**src/rtl/sprite_mem_arbiter.sv**
```systemverilog
// Sprite attribute RAM port arbiter.
// The renderer has priority by default. A CPU wait counter forces a CPU
// grant once MAX_WAIT consecutive stalled cycles have built up.
module sprite_mem_arbiter #(
  parameter int unsigned IDX_W    = 8,
  parameter int unsigned ATTR_W   = 4,
  parameter int unsigned DATA_W   = 8,
  parameter int unsigned MAX_WAIT = 4
) (
  input  logic                    clk,
  input  logic                    rst,
  input  logic                    cpu_re,
  input  logic                    cpu_we,
  input  logic [IDX_W-1:0]        cpu_idx,
  input  logic [ATTR_W-1:0]       cpu_attr,
  input  logic [DATA_W-1:0]       cpu_wdata,
  output logic                    cpu_stall,
  output logic                    cpu_rvalid,
  output logic [DATA_W-1:0]       cpu_rdata,
  input  logic                    ren_req,
  input  logic [IDX_W+ATTR_W-1:0] ren_addr,
  output logic                    ren_gnt,
  output logic                    ren_rvalid,
  output logic [DATA_W-1:0]       ren_rdata,
  output logic [IDX_W+ATTR_W-1:0] mem_addr,
  output logic                    mem_re,
  output logic                    mem_we,
  output logic [DATA_W-1:0]       mem_wdata,
  input  logic [DATA_W-1:0]       mem_rdata
);

  localparam int unsigned ADDR_W = IDX_W + ATTR_W;
  localparam int unsigned CNT_W  = $clog2(MAX_WAIT + 1);

  localparam logic [1:0] S_IDLE   = 2'd0;
  localparam logic [1:0] S_CPU_RD = 2'd1;
  localparam logic [1:0] S_REN_RD = 2'd2;

  logic [1:0]        r_state;
  logic [1:0]        w_state_nxt;
  logic [CNT_W-1:0]  r_wait_cnt;
  logic [DATA_W-1:0] r_rdata;

  logic w_cpu_req;
  logic w_cpu_pri;
  logic w_cpu_win;
  logic w_idle;
  logic w_cpu_gnt;

  assign w_cpu_req = cpu_re | cpu_we;
  assign w_cpu_pri = (r_wait_cnt == CNT_W'(MAX_WAIT));
  assign w_cpu_win = w_cpu_req & (w_cpu_pri | ~ren_req);
  assign w_idle    = ~rst & (r_state == S_IDLE);
  assign w_cpu_gnt = w_idle & w_cpu_win;

  assign ren_rdata = mem_rdata;

  // Next-state decode and all port-side strobes; everything is forced quiet in reset.
  always_comb begin
    w_state_nxt = r_state;
    cpu_stall   = 1'b0;
    cpu_rvalid  = 1'b0;
    cpu_rdata   = r_rdata;
    ren_gnt     = 1'b0;
    ren_rvalid  = 1'b0;
    mem_addr    = {cpu_idx, cpu_attr};
    mem_re      = 1'b0;
    mem_we      = 1'b0;
    mem_wdata   = cpu_wdata;

    if (rst) begin
      w_state_nxt = S_IDLE;
      cpu_rdata   = '0;
    end else begin
      case (r_state)
        S_IDLE: begin
          if (w_cpu_win) begin
            if (cpu_we) begin
              mem_we = 1'b1;
            end else begin
              mem_re      = 1'b1;
              cpu_stall   = 1'b1;
              w_state_nxt = S_CPU_RD;
            end
          end else begin
            cpu_stall = w_cpu_req;
            if (ren_req) begin
              ren_gnt     = 1'b1;
              mem_re      = 1'b1;
              mem_addr    = ren_addr;
              w_state_nxt = S_REN_RD;
            end
          end
        end
        S_CPU_RD: begin
          cpu_rvalid  = 1'b1;
          cpu_rdata   = mem_rdata;
          w_state_nxt = S_IDLE;
        end
        S_REN_RD: begin
          ren_rvalid  = 1'b1;
          cpu_stall   = w_cpu_req;
          w_state_nxt = S_IDLE;
        end
        default: begin
          w_state_nxt = S_IDLE;
        end
      endcase
    end
  end

  // State, CPU read-data holding register and starvation counter.
  always_ff @(posedge clk) begin
    if (rst) begin
      r_state    <= S_IDLE;
      r_wait_cnt <= '0;
      r_rdata    <= '0;
    end else begin
      r_state <= w_state_nxt;
      if (r_state == S_CPU_RD) begin
        r_rdata <= mem_rdata;
      end
      if (w_cpu_gnt || !w_cpu_req) begin
        r_wait_cnt <= '0;
      end else if (cpu_stall && (r_state != S_CPU_RD) && !w_cpu_pri) begin
        r_wait_cnt <= r_wait_cnt + CNT_W'(1);
      end
    end
  end

  logic [ADDR_W-1:0] w_unused_addr_chk;
  assign w_unused_addr_chk = ren_addr;

endmodule

```
**config.mk**
```make
export PLATFORM = sky130hd
export DESIGN_NAME = sprite_mem_arbiter
export DESIGN_NICKNAME = d
export VERILOG_FILES = /design/src/rtl/sprite_mem_arbiter.sv
export SDC_FILE = /design/constraint.sdc
export NUM_CORES = 1
export LEC_CHECK = 0
export ABC_CLOCK_PERIOD_IN_PS = 1900
export BUFFER_PORTS_ARGS = -buffer_cell sky130_fd_sc_hd__buf_2
export CORE_ASPECT_RATIO = 0.9
export CORE_UTILIZATION = 32
export CTS_CLUSTER_DIAMETER = 100
export DETAILED_ROUTE_END_ITERATION = 7
export GPL_ROUTABILITY_DRIVEN = 0
export GPL_TIMING_DRIVEN = 0
export PLACE_DENSITY = 0.88
export SLEW_MARGIN = 5
export SYNTH_ARGS = -nofsm -noshare
export SYNTH_HDL_FRONTEND = slang
export SYNTH_SLANG_ARGS = --single-unit
```
**constraint.sdc**
```tcl
create_clock -name clk -period 1.9 [get_ports clk]
set_input_delay 0.38 -clock clk [delete_from_list [all_inputs] [get_ports clk]]
set_output_delay 0.38 -clock clk [all_outputs]
set_load 0.05 [all_outputs]
```
# Yosys cells after proc, flatten, opt, wreduce, memory -nomap -nowiden
# Index checks and enable logic that the tools add are counted.
# totals
register_bits	13
output_inout_bits	42
wordCells	55
# op_classes
add_sub_neg	1
n_eq_ne	5
muxes	28
bitwise_logic	8
reduce_logical	10
# ops
op	count
12-bit two-way mux	4
1-bit two-way mux	18
8-bit two-way mux	2
2-bit two-way mux	3
2-bit OR reduction	2
3-bit by 1-bit adder with 3-bit output, second input constant	1
1-bit bitwise AND	3
3-bit == test, second input constant	1
1-bit NOT	3
2-bit by 1-bit == test with 1-bit output, second input constant	1
2-bit == test, second input constant	1
1-bit logical AND	2
1-bit zero test	2
2-bit zero test	1
2-bit by 1-bit != test with 1-bit output, second input constant	1
2-bit != test, second input constant	1
1-bit OR	2
1-bit one-hot mux with 2 select lines	1
2-bit AND reduction	1
2-bit nonzero test	1
1-bit logical OR	1

# Logic depth before layout (Yosys ltp)
# depth
word_depth	8
ltp_mapped	7
depth_no_buf	7

# Worst setup path after synthesis
# OpenSTA, ideal clock, no wires.
# synth_timing
kind	input port to output port
from	in rst
to	out ren_rvalid
arrival_ns	1.731
t_required_ns	1.520
setup_slack_ns	-0.211
stages	2
path_buffers	1
cell_sequence	clkbuf_1 > nor3b_1
# synth_between
elab_chain_cells	1
# synth_rtl
item	line	rtl
from (decl)	11	input logic rst,
1-bit two-way mux	71	if (rst) begin
to (decl)	23	output logic ren_rvalid,
# No other way between the ends.

# Final worst setup path
# layout_timing
from	reg r_wait_cnt[0]
to	out mem_addr[2]
# layout_between
elab_chain_cells	6
# layout_rtl
item	line	rtl
from (decl)	41	logic [CNT_W-1:0] r_wait_cnt;
from (signal assigned)	126	r_wait_cnt <= r_wait_cnt + CNT_W'(1);
3-bit == test	51	assign w_cpu_pri = (r_wait_cnt == CNT_W'(MAX_WAIT));
1-bit OR	52	assign w_cpu_win = w_cpu_req & (w_cpu_pri | ~ren_req);
1-bit bitwise AND	52	
12-bit two-way mux	77	if (w_cpu_win) begin
12-bit two-way mux	75	case (r_state)
12-bit two-way mux	71	
to (decl)	25	output logic [IDX_W+ATTR_W-1:0] mem_addr,
# No other way between the ends.

==> flow_summary.json <==
{
  "min_period_over_period": 1.18,
  "mappedNetlistNets": 151,
  "h-tree-depth": 1,
  "pwr-share-clk": 0.186,
  "critPathRequiredTime_ns": 1.52,
  "final_cell_mix": "54 x buf_2, 26 x buf_4, 17 x nand2_1",
  "violations": "design-rule violations, negative setup slack",
  "worstHoldStart": "cpu_we",
  "r2r-start": "r_wait_cnt[0]",
  "vias_per_cell": 4.87,
  "max_slew.worst_pin.slew_ns": 0.643,
  "track_usage": 0.215,
  "wl_microns": 3210,
  "cts_hold_buf": 0,
  "final_nets": 242,
  "hold_depth": 2,
  "internal_power_uw": 553,
  "fin_cells": 222,
  "ir_worst_vdd_mv": 0.380,
  "wl_per_cell_microns": 14.4,
  "die_w_microns": 56.8,
  "vias": 1081,
  "ys_seq_area_frac": 0.301,
  "cts_buffer_depth": 2,
  "crit_type": "reg2out",
  "die_h_microns": 51.3,
  "critical_path_arrival_ns": 1.87,
  "synth_cell_types": 25,
  "drtPass1Iterations": 6,
  "dp_cells": 210,
  "r2r_end": "r_wait_cnt[2]",
  "netSwitchingPower_uw": 374,
  "synth_top_area_share": 0.301,
  "antenna_found_initial": 0,
  "grt_overflow": 0,
  "ant_nets": 0,
  "rows": 17,
  "grt_pass1_wl_microns": 4660,
  "hpwl_microns": 1940,
  "syn_avg_cell_area_sq_um": 8.31,
  "power.share.sequential": 0.307,
  "yosysTopAreaCell": "dfxtp_1",
  "pwr-share-comb": 0.508,
  "grt_start_max_net_pins": 11,
  "powerDensity_nw_per_um2": 537,
  "synthCells": 104,
  "coreArea_sq_um": 2510,
  "synthTopCellsByArea": "dfxtp_1 30%, mux2_2 16%, buf_4 14%, nand2_1 8.2%, a21oi_1 6.9%",
  "rsz0062_at_grt": "yes",
  "grt_pass1_vias": 1025,
  "critPathMaxFanout": 5,
  "die_area_sq_um": 2910,
  "maxSlewViolCount": 0,
  "ys_ff_latch": 13,
  "min_period_ns": 2.25,
  "finalClockSkew_ns": 0.00625,
  "io_pins": 87,
  "final_common_cell": "buf_2",
  "cts.sinks": 13,
  "min_to": "r_state[0]",
  "drt_iter0_drc": 19,
  "antenna_cells": 0,
  "power.total_uw": 926,
  "tritoncts": "done",
  "clk_pin_slew_ns": 0.08,
  "drv_cap": 0,
  "port_buffers": 78,
  "hold_viol": 0,
  "start_util": 0.344,
  "syn_to_final_growth_pct": 99.4,
  "status": "finished, violations left",
  "reg2regPathDepth": 8,
  "setup_viol": 14,
  "end_kind": "primary output",
  "drc": 6,
  "relSlewSlack": 0.571,
  "max_freq_ghz": 0.445,
  "final_layout_size_suffix_gt1_frac": 0.763,
  "p_sw_frac": 0.403,
  "rrSetupSlack_ns": 0.05,
  "min_path_type": "in2reg",
  "power.leakage_nw": 0.876,
  "numCtsBuffers": 3,
  "start_kind": "flip-flop",
  "root_buffer": "clkbuf_4",
  "worstSkewPairLatency_ns": 0.28,
  "fin_tns_setup_ns": -4.25,
  "synth_warnings": 0,
  "synthesis.area_sq_um": 865,
  "fin_ws_ns": -0.348
}
## logic make-up (layout without fill, tap and decap cells)
logic type,after synthesis,in the layout,share of synthesized area
buffers and inverters,25,115,0.181
AO/OA/AOI/OAI,18,18,0.129
multiplexers,12,12,0.156
AND/OR/NAND/NOR,34,34,0.204
adder cells (fa/ha/maj),2,2,0.0289
flip-flops,13,13,0.301
## flip-flops by register name, summed over array words and instances (netlist names)
| name | cells |
|---|---|
| r_rdata | 8 |
| r_wait_cnt | 3 |
| r_state | 2 |
## synthesized netlist by cell type
library cell and number:
a2111o_1 1, a21bo_1 1, a21oi_1 12, and2_1 1
and3_2 1, and4b_1 1, buf_2 1, buf_4 16
clkbuf_1 3, clkinv_2 1, dfxtp_1 13, ha_1 2
inv_1 4, mux2_2 12, nand2_1 19, nand2b_1 1
nand3_1 2, nor2_1 3, nor2b_1 2, nor3_2 1
nor3_4 1, nor3b_1 2, o211ai_2 1, o21ai_0 2
o31ai_1 1
## critical path, cell delays in order, from the launching register on
cell	delay, ns
dfxtp_2	0.34
inv_2	0.07
ha_4	0.16
nand2_4	0.06
o211ai_4	0.29
clkbuf_16	0.21
mux2_4	0.30
buf_6	0.15
## area by class of cell
type / instances / area, sq um
fillers: 170 / 786
flip-flops and latches: 13 / 268
repair buffers: 87 / 646
multi-input cells: 66 / 578
inverters: 5 / 21.3
well taps: 28 / 35.0
clock buffers: 4 / 26.3
plain buffers: 19 / 150
## per-layer routing
layer,global-route usage,up-vias,wire (microns),share of wire
met5,0,-,0,0
met2,0.456,60,1840,0.57
met3,0.0557,5,230,0.072
met4,0.0772,0,40,0.012
li1,-,517,-,-
met1,0.193,499,1100,0.34
## metrics by stage
stage | hold slack [ns] | util | worst slack (ns) | instance area, sq um
2_1_floorplan | 0.456 | - | 0.0201 | 940
3_3_place_gp | 0.447 | 0.544 | -0.223 | 1370
3_5_place_dp | 0.454 | 0.544 | -0.242 | 1370
4_1_cts | 0.313 | 0.652 | -0.315 | 1640
5_1_grt | 0.361 | 0.687 | -0.396 | 1720
6_report | 0.358 | 0.687 | -0.348 | 1720
## timing repair
| action | CTS | global route |
|---|---|---|
| resized for setup | 65 | 17 |
| setup buffers | 3 | 5 |
| pin swaps | 2 | 3 |
| endpoints found under the hold margin | 0 | 0 |
| gates cloned | 1 | 0 |
| setup endpoints to repair | 24 | 24 |
## power groups by stage
| stage | registers (mW) | clock network, mW | logic (mW) |
|---|---|---|---|
| 2_1_floorplan | 0.289 | 0 | 0.284 |
| 3_3_place_gp | 0.290 | 0 | 0.371 |
| 3_5_place_dp | 0.290 | 0 | 0.373 |
| 4_1_cts | 0.284 | 0.177 | 0.449 |
| 5_1_grt | 0.285 | 0.183 | 0.488 |
| 6_report | 0.284 | 0.172 | 0.470 |
## worst max path at each step
stage	startpoint	slack (ns)	end	cells after the start
after floorplan	r_wait_cnt[0]	0.02	mem_addr[10]	6
after global placement	r_wait_cnt[0]	-0.22	mem_addr[2]	7
after detailed placement	r_wait_cnt[0]	-0.24	mem_addr[6]	7
after CTS	r_wait_cnt[0]	-0.32	mem_addr[9]	7
after global routing	r_wait_cnt[0]	-0.40	mem_addr[2]	7
final	r_wait_cnt[0]	-0.35	mem_addr[2]	7
Power figures use the tool's default switching activity.
